File: src/rtl/fp_div_32.sv
// Iterative IEEE-754 single-precision divider: radix-2 restoring mantissa loop,
// round-to-nearest-even, flush-to-zero on inputs and outputs, fixed 28-cycle latency.
module fp_div_32 #(
  parameter int unsigned LOOP_BITS = 26
) (
  input  logic        i_clk,
  input  logic        i_rst_n,
  input  logic        i_start,
  input  logic [31:0] i_data_one,
  input  logic [31:0] i_data_two,
  output logic [31:0] o_data,
  output logic        o_valid,
  output logic        o_busy,
  output logic        o_div_zero,
  output logic        o_invalid
);

  typedef enum logic [1:0] {StIdle, StDivide, StRound, StDone} state_e;
  typedef enum logic [2:0] {SpNone, SpInvalid, SpDivZero, SpInf, SpZero} special_e;

  state_e                 state_q;
  special_e               special_q;
  logic [4:0]             cnt_q;
  logic [LOOP_BITS-1:0]   rem_q;
  logic [LOOP_BITS-1:0]   quo_q;
  logic [23:0]            mb_q;
  logic [7:0]             e1_q;
  logic [7:0]             e2_q;
  logic                   sign_q;
  logic [31:0]            res_data_q;
  logic                   res_dz_q;
  logic                   res_inv_q;

  // Operand classification (subnormals count as zero).
  logic     a_zero, a_inf, a_nan, b_zero, b_inf, b_nan;
  special_e special_d;
  logic     start_acc;

  always_comb begin
    a_zero = (i_data_one[30:23] == 8'd0);
    b_zero = (i_data_two[30:23] == 8'd0);
    a_inf  = (i_data_one[30:23] == 8'hff) && (i_data_one[22:0] == 23'd0);
    b_inf  = (i_data_two[30:23] == 8'hff) && (i_data_two[22:0] == 23'd0);
    a_nan  = (i_data_one[30:23] == 8'hff) && (i_data_one[22:0] != 23'd0);
    b_nan  = (i_data_two[30:23] == 8'hff) && (i_data_two[22:0] != 23'd0);
    if (a_nan || b_nan || (a_zero && b_zero) || (a_inf && b_inf)) begin
      special_d = SpInvalid;
    end else if (b_zero && !a_inf) begin
      special_d = SpDivZero;
    end else if (a_inf) begin
      special_d = SpInf;
    end else if (b_inf || a_zero) begin
      special_d = SpZero;
    end else begin
      special_d = SpNone;
    end
    start_acc = i_start && ((state_q == StIdle) || (state_q == StDone));
  end

  // Trial subtraction rem - Mb as a ripple add of the inverted divisor with carry-in 1.
  logic [LOOP_BITS-1:0] nmb;
  logic [LOOP_BITS-1:0] trial;
  logic [LOOP_BITS:0]   carry;
  logic                 no_borrow;

  always_comb begin
    nmb      = ~{{(LOOP_BITS - 24){1'b0}}, mb_q};
    carry    = '0;
    carry[0] = 1'b1;
    trial    = '0;
    for (int i = 0; i < LOOP_BITS; i++) begin
      trial[i]   = rem_q[i] ^ nmb[i] ^ carry[i];
      carry[i+1] = (rem_q[i] & nmb[i]) | (carry[i] & (rem_q[i] ^ nmb[i]));
    end
    no_borrow = carry[LOOP_BITS];
  end

  // Normalise, round, range-check and apply special-case overrides.
  logic [23:0]       mant;
  logic [24:0]       mant_sum;
  logic [23:0]       mant_r;
  logic              guard_bit;
  logic              sticky_bit;
  logic              rnd_up;
  logic signed [9:0] e_pre;
  logic signed [9:0] e_r;
  logic [31:0]       res_data_d;
  logic              res_dz_d;
  logic              res_inv_d;

  always_comb begin
    if (quo_q[LOOP_BITS-1]) begin
      mant       = quo_q[LOOP_BITS-1 -: 24];
      guard_bit  = quo_q[1];
      sticky_bit = quo_q[0] | (|rem_q);
      e_pre      = $signed({2'b00, e1_q}) - $signed({2'b00, e2_q}) + 10'sd127;
    end else begin
      mant       = quo_q[LOOP_BITS-2 -: 24];
      guard_bit  = quo_q[0];
      sticky_bit = |rem_q;
      e_pre      = $signed({2'b00, e1_q}) - $signed({2'b00, e2_q}) + 10'sd126;
    end
    rnd_up   = guard_bit & (sticky_bit | mant[0]);
    mant_sum = {1'b0, mant} + {24'd0, rnd_up};
    if (mant_sum[24]) begin
      mant_r = 24'h800000;
      e_r    = e_pre + 10'sd1;
    end else begin
      mant_r = mant_sum[23:0];
      e_r    = e_pre;
    end

    res_dz_d  = 1'b0;
    res_inv_d = 1'b0;
    if (e_r >= 10'sd255) begin
      res_data_d = {sign_q, 31'h7f800000};
    end else if (e_r <= 10'sd0) begin
      res_data_d = {sign_q, 31'd0};
    end else begin
      res_data_d = {sign_q, e_r[7:0], mant_r[22:0]};
    end

    unique case (special_q)
      SpInvalid: begin
        res_data_d = 32'h7fc00000;
        res_inv_d  = 1'b1;
      end
      SpDivZero: begin
        res_data_d = {sign_q, 31'h7f800000};
        res_dz_d   = 1'b1;
      end
      SpInf:     res_data_d = {sign_q, 31'h7f800000};
      SpZero:    res_data_d = {sign_q, 31'd0};
      default:   ;
    endcase
  end

  always_ff @(posedge i_clk) begin
    if (!i_rst_n) begin
      state_q    <= StIdle;
      special_q  <= SpNone;
      cnt_q      <= '0;
      rem_q      <= '0;
      quo_q      <= '0;
      mb_q       <= '0;
      e1_q       <= '0;
      e2_q       <= '0;
      sign_q     <= 1'b0;
      res_data_q <= '0;
      res_dz_q   <= 1'b0;
      res_inv_q  <= 1'b0;
      o_data     <= '0;
      o_valid    <= 1'b0;
      o_busy     <= 1'b0;
      o_div_zero <= 1'b0;
      o_invalid  <= 1'b0;
    end else begin
      o_valid <= 1'b0;

      unique case (state_q)
        StIdle: begin
          if (i_start) begin
            state_q    <= StDivide;
            o_busy     <= 1'b1;
            o_div_zero <= 1'b0;
            o_invalid  <= 1'b0;
          end
        end
        StDivide: begin
          quo_q <= {quo_q[LOOP_BITS-2:0], no_borrow};
          rem_q <= no_borrow ? (trial << 1) : (rem_q << 1);
          if (cnt_q == 5'd0) begin
            state_q <= StRound;
          end else begin
            cnt_q <= cnt_q - 5'd1;
          end
        end
        StRound: begin
          res_data_q <= res_data_d;
          res_dz_q   <= res_dz_d;
          res_inv_q  <= res_inv_d;
          state_q    <= StDone;
        end
        StDone: begin
          o_data     <= res_data_q;
          o_div_zero <= res_dz_q;
          o_invalid  <= res_inv_q;
          o_valid    <= 1'b1;
          if (i_start) begin
            state_q <= StDivide;
          end else begin
            state_q <= StIdle;
            o_busy  <= 1'b0;
          end
        end
        default: state_q <= StIdle;
      endcase

      // Operand capture shared by the IDLE and DONE start paths.
      if (start_acc) begin
        cnt_q     <= 5'(LOOP_BITS - 1);
        rem_q     <= {{(LOOP_BITS - 24){1'b0}}, 1'b1, i_data_one[22:0]};
        quo_q     <= '0;
        mb_q      <= {1'b1, i_data_two[22:0]};
        e1_q      <= i_data_one[30:23];
        e2_q      <= i_data_two[30:23];
        sign_q    <= i_data_one[31] ^ i_data_two[31];
        special_q <= special_d;
      end
    end
  end

endmodule

File: config.mk
export PLATFORM = sky130hd
export DESIGN_NAME = fp_div_32
export DESIGN_NICKNAME = d
export VERILOG_FILES = /design/src/rtl/fp_div_32.sv
export SDC_FILE = /design/constraint.sdc
export NUM_CORES = 1
export LEC_CHECK = 0
export BUFFER_PORTS_ARGS = -buffer_cell sky130_fd_sc_hd__buf_4
export CORE_MARGIN = 2
export CORE_UTILIZATION = 47
export DETAILED_ROUTE_END_ITERATION = 12
export PLACE_DENSITY = 0.74
export SLEW_MARGIN = 20
export SYNTH_ARGS = -nofsm -noshare
export SYNTH_HDL_FRONTEND = slang
export SYNTH_SLANG_ARGS = --single-unit
File: constraint.sdc
create_clock -name i_clk -period 13 [get_ports i_clk]
set_input_delay 1.95 -clock i_clk [delete_from_list [all_inputs] [get_ports i_clk]]
set_output_delay 1.95 -clock i_clk [all_outputs]
set_load 0.03 [all_outputs]
==> out/results.txt <==
Run status -> completed
Post-synth EDFFs -> 0
Part of the Yosys area used for sequential elements -> 35.51%
First-pass GRT wire length -> 38940 µm
Critical path class -> reg2reg
Die W -> 148.0 µm
Max-slew violation count -> 0
Post-Route Utilization -> 55.35%
Die Y -> 148.0 µm
Max_cap viols -> 0
Drt first pass iters -> 7
Worst Hold Class -> reg2reg
Share of layout cells above drive strength 1 -> 13.86%
Num CTS Buffers -> 17
DRT iter0 DRCs -> 636
Commonest non-fill, non-tap cells in the layout -> 172 x dfxtp_1, 162 x nand2_1, 147 x nor2_1
Crit path max-delay cell type -> fa_1
GRT Util Overall -> 21.64%
Synth warn -> 0
Power Density -> 236.1 mW/mm²
Post-synthesis register bit count -> 173
CTS resizes -> 0
Pre-CTS setup slack -> 2.661 ns
Slew HR -> 35.17%
Htree depth -> 4
Worst path required time -> 13.32 ns
Crit-path leading delay family -> adder cells
Initial Util -> 48.04%
Critical Path Fanout Max -> 48
RSZ-0062 raised after global routing -> false
Post-synth cell types -> 70
Period utilization -> 80.66%
Antenna violations before repair -> 0
Post-route cell area -> 0.01124 mm²
Top_reg_cell synth -> dfxtp_1
Max clock buf depth -> 2
CTS sink cnt -> 173
Number of port buffers -> 102
Mapped Cells -> 1182
# placed instances -> 1485
Final net count -> 1346
Core region area -> 0.02030 mm²
Via/cell ratio -> 5.610
Fillcell total -> 1894
Final Critical Period -> 10.49 ns
Worst vdd ir -> 127.2 µV
Slew @ Worst Pin -> 0.9714 ns
P&R area growth vs syn -> 15.22%
Top cell by count, worst path -> fa_1
Post-DP HPWL -> 16700 µm
Hold_buf cts -> 0
Setup Viol. Count Final -> 0
CP arrival -> 10.81 ns
Most common cell after layout, fill and taps aside -> dfxtp_1
Residual DRC -> 0
Post-Synthesis Cell Area -> 0.009752 mm²
Antenna diode count -> 0
Worst clock skew -> 0.01121 ns
Vias -> 8516
Final setup margin -> 2.514 ns
Grt ovf -> 0
Final ANT Viol Nets -> 0
Worst Path Buf+Inv -> 4
Clock Latency Late Sink -> 0.43 ns
# rows -> 52
DR WL/cell -> 15.67 µm
Delay of the slowest cell on the worst path -> 0.41 ns
Leak -> 0.004101 µW
Die footprint -> 0.02192 mm²
Final number of hold-violating endpoints -> 0
Gpl congestion -> 0.8678
# IOs -> 103
Largest net degree at the start of global routing -> 90
Post-CTS Setup Inserts -> 0
Via count of the first global-routing pass -> 7764
Clock transition at path regs -> 0.07 ns
Avg Cell Area, Syn -> 8.250 µm²
Net Count, Synth -> 1293
Root Driver -> clkbuf_16
Final TNS setup -> 0 ns
Fmax -> 95.36 MHz
WL final -> 23780 µm
CP endpoint kind -> flop
Non-Filler Instances -> 1518
Dpl cell area -> 0.01059 mm²
Critical Path Source Type -> flop
CTS tree -> done
Share of flip-flops with an asynchronous set or reset -> 0%
report_power, final:
group	switching [µW]	internal (µW)	total (µW)
logic	851	551	1400
clock network	237	298	536
registers	91.3	625	716
total	1180	1470	2650
per-layer routing:
| layer | up-vias | global-route usage, % | part of all wire (%) |
|---|---|---|---|
| met5 | - | 0 | 0 |
| met4 | 0 | 6.000 | 1.4 |
| met3 | 25 | 3.148 | 5.2 |
| met2 | 235 | 34.24 | 46 |
| met1 | 4026 | 30.93 | 48 |
| li1 | 4230 | - | - |
per-stage QoR:
step	total power [µW]	hold WS, ns
after global placement	2055	0.4354
after floorplan	1837	0.4250
final	2653	0.4485
after global routing	2860	0.4686
after CTS	2639	0.4525
after detailed placement	2099	0.4375
cells by family (layout without fill, tap and decap cells):
group                      Yosys count  count (layout)  synth area share (%)
AOI/OAI and AO/OA                  235             235                 15.38
and+or+nand+nor                    455             455                 21.49
muxes                              106             106                 10.89
buffers and inverters              136             202                 5.851
DFF                                173             173                 35.51
xor gates and xnor gates            32              32                 3.259
adders and majority gates           45              45                 7.608
area by class of cell:
type                       instances  area, µm²  area share [%]
sequential                       173       3465           30.84
multi-input combinational        873       5738           51.07
clock buffer                      19      442.9           3.942
inverter                          58      219.0           1.949
timing repair buffer             112      860.8           7.661
tap                              270      337.8           3.007
clock inverter                    13      172.7           1.537
sequential cells by signal, summed over array words and instances (netlist names):
name and cells:
o_data 32, res_data_q 32, quo_q 26, rem_q 26
mb_q 24, e1_q 8, e2_q 8, cnt_q 5
special_q 3, state_q 2, o_busy 1, o_div_zero 1
o_invalid 1, o_valid 1, res_dz_q 1, res_inv_q 1
sign_q 1
synthesized netlist by cell type (all sizes together), types with 3 or more instances:
cell	number	share of area [%]
xor2	13	1.2
dfxtp	173	36
buf	27	1.7
o21ai	69	3.5
nor2	150	5.9
ha	20	2.6
nand2	162	6.2
a221oi	3	0.33
nand3	21	1.1
nand2b	10	0.64
and3	4	0.26
a211oi	39	3.2
or2	5	0.32
nand4	29	1.9
and2	8	0.51
nor3b	3	0.28
a21oi	70	3.6
fa	24	4.9
nor3	12	0.67
o211ai	3	0.23
clkbuf	51	2.0
mux2i	105	11
or4	6	0.46
nand3b	4	0.31
and4	3	0.27
nor4	23	1.5
nor2b	12	0.77
a211o	5	0.45
a311oi	15	1.3
xnor2	18	1.8
o22ai	4	0.32
a31oi	4	0.26
o21a	4	0.31
inv	58	2.2
worst paths after layout:
| check | from | endpoint | slack (ns) | cells past startpoint |
|---|---|---|---|---|
| worst max register to register | rem_q[0]$_SDFFE_PN0P_ | rem_q[16]$_SDFFE_PN0P_ | 2.51 | 33 |
| worst max-delay path | rem_q[0]$_SDFFE_PN0P_ | rem_q[16]$_SDFFE_PN0P_ | 2.51 | 33 |
| worst min-delay path | res_data_q[1]$_SDFFE_PN0N_ | res_data_q[1]$_SDFFE_PN0N_ | 0.45 | 2 |
| worst min register to register | res_data_q[1]$_SDFFE_PN0N_ | res_data_q[1]$_SDFFE_PN0N_ | 0.45 | 2 |
tightest hold or removal path, stage by stage (launching register included):
cell,delay (ns)
dfxtp_1,0.31
nand2_1,0.05
o21ai_1,0.05
Power figures use the tool's default switching activity.
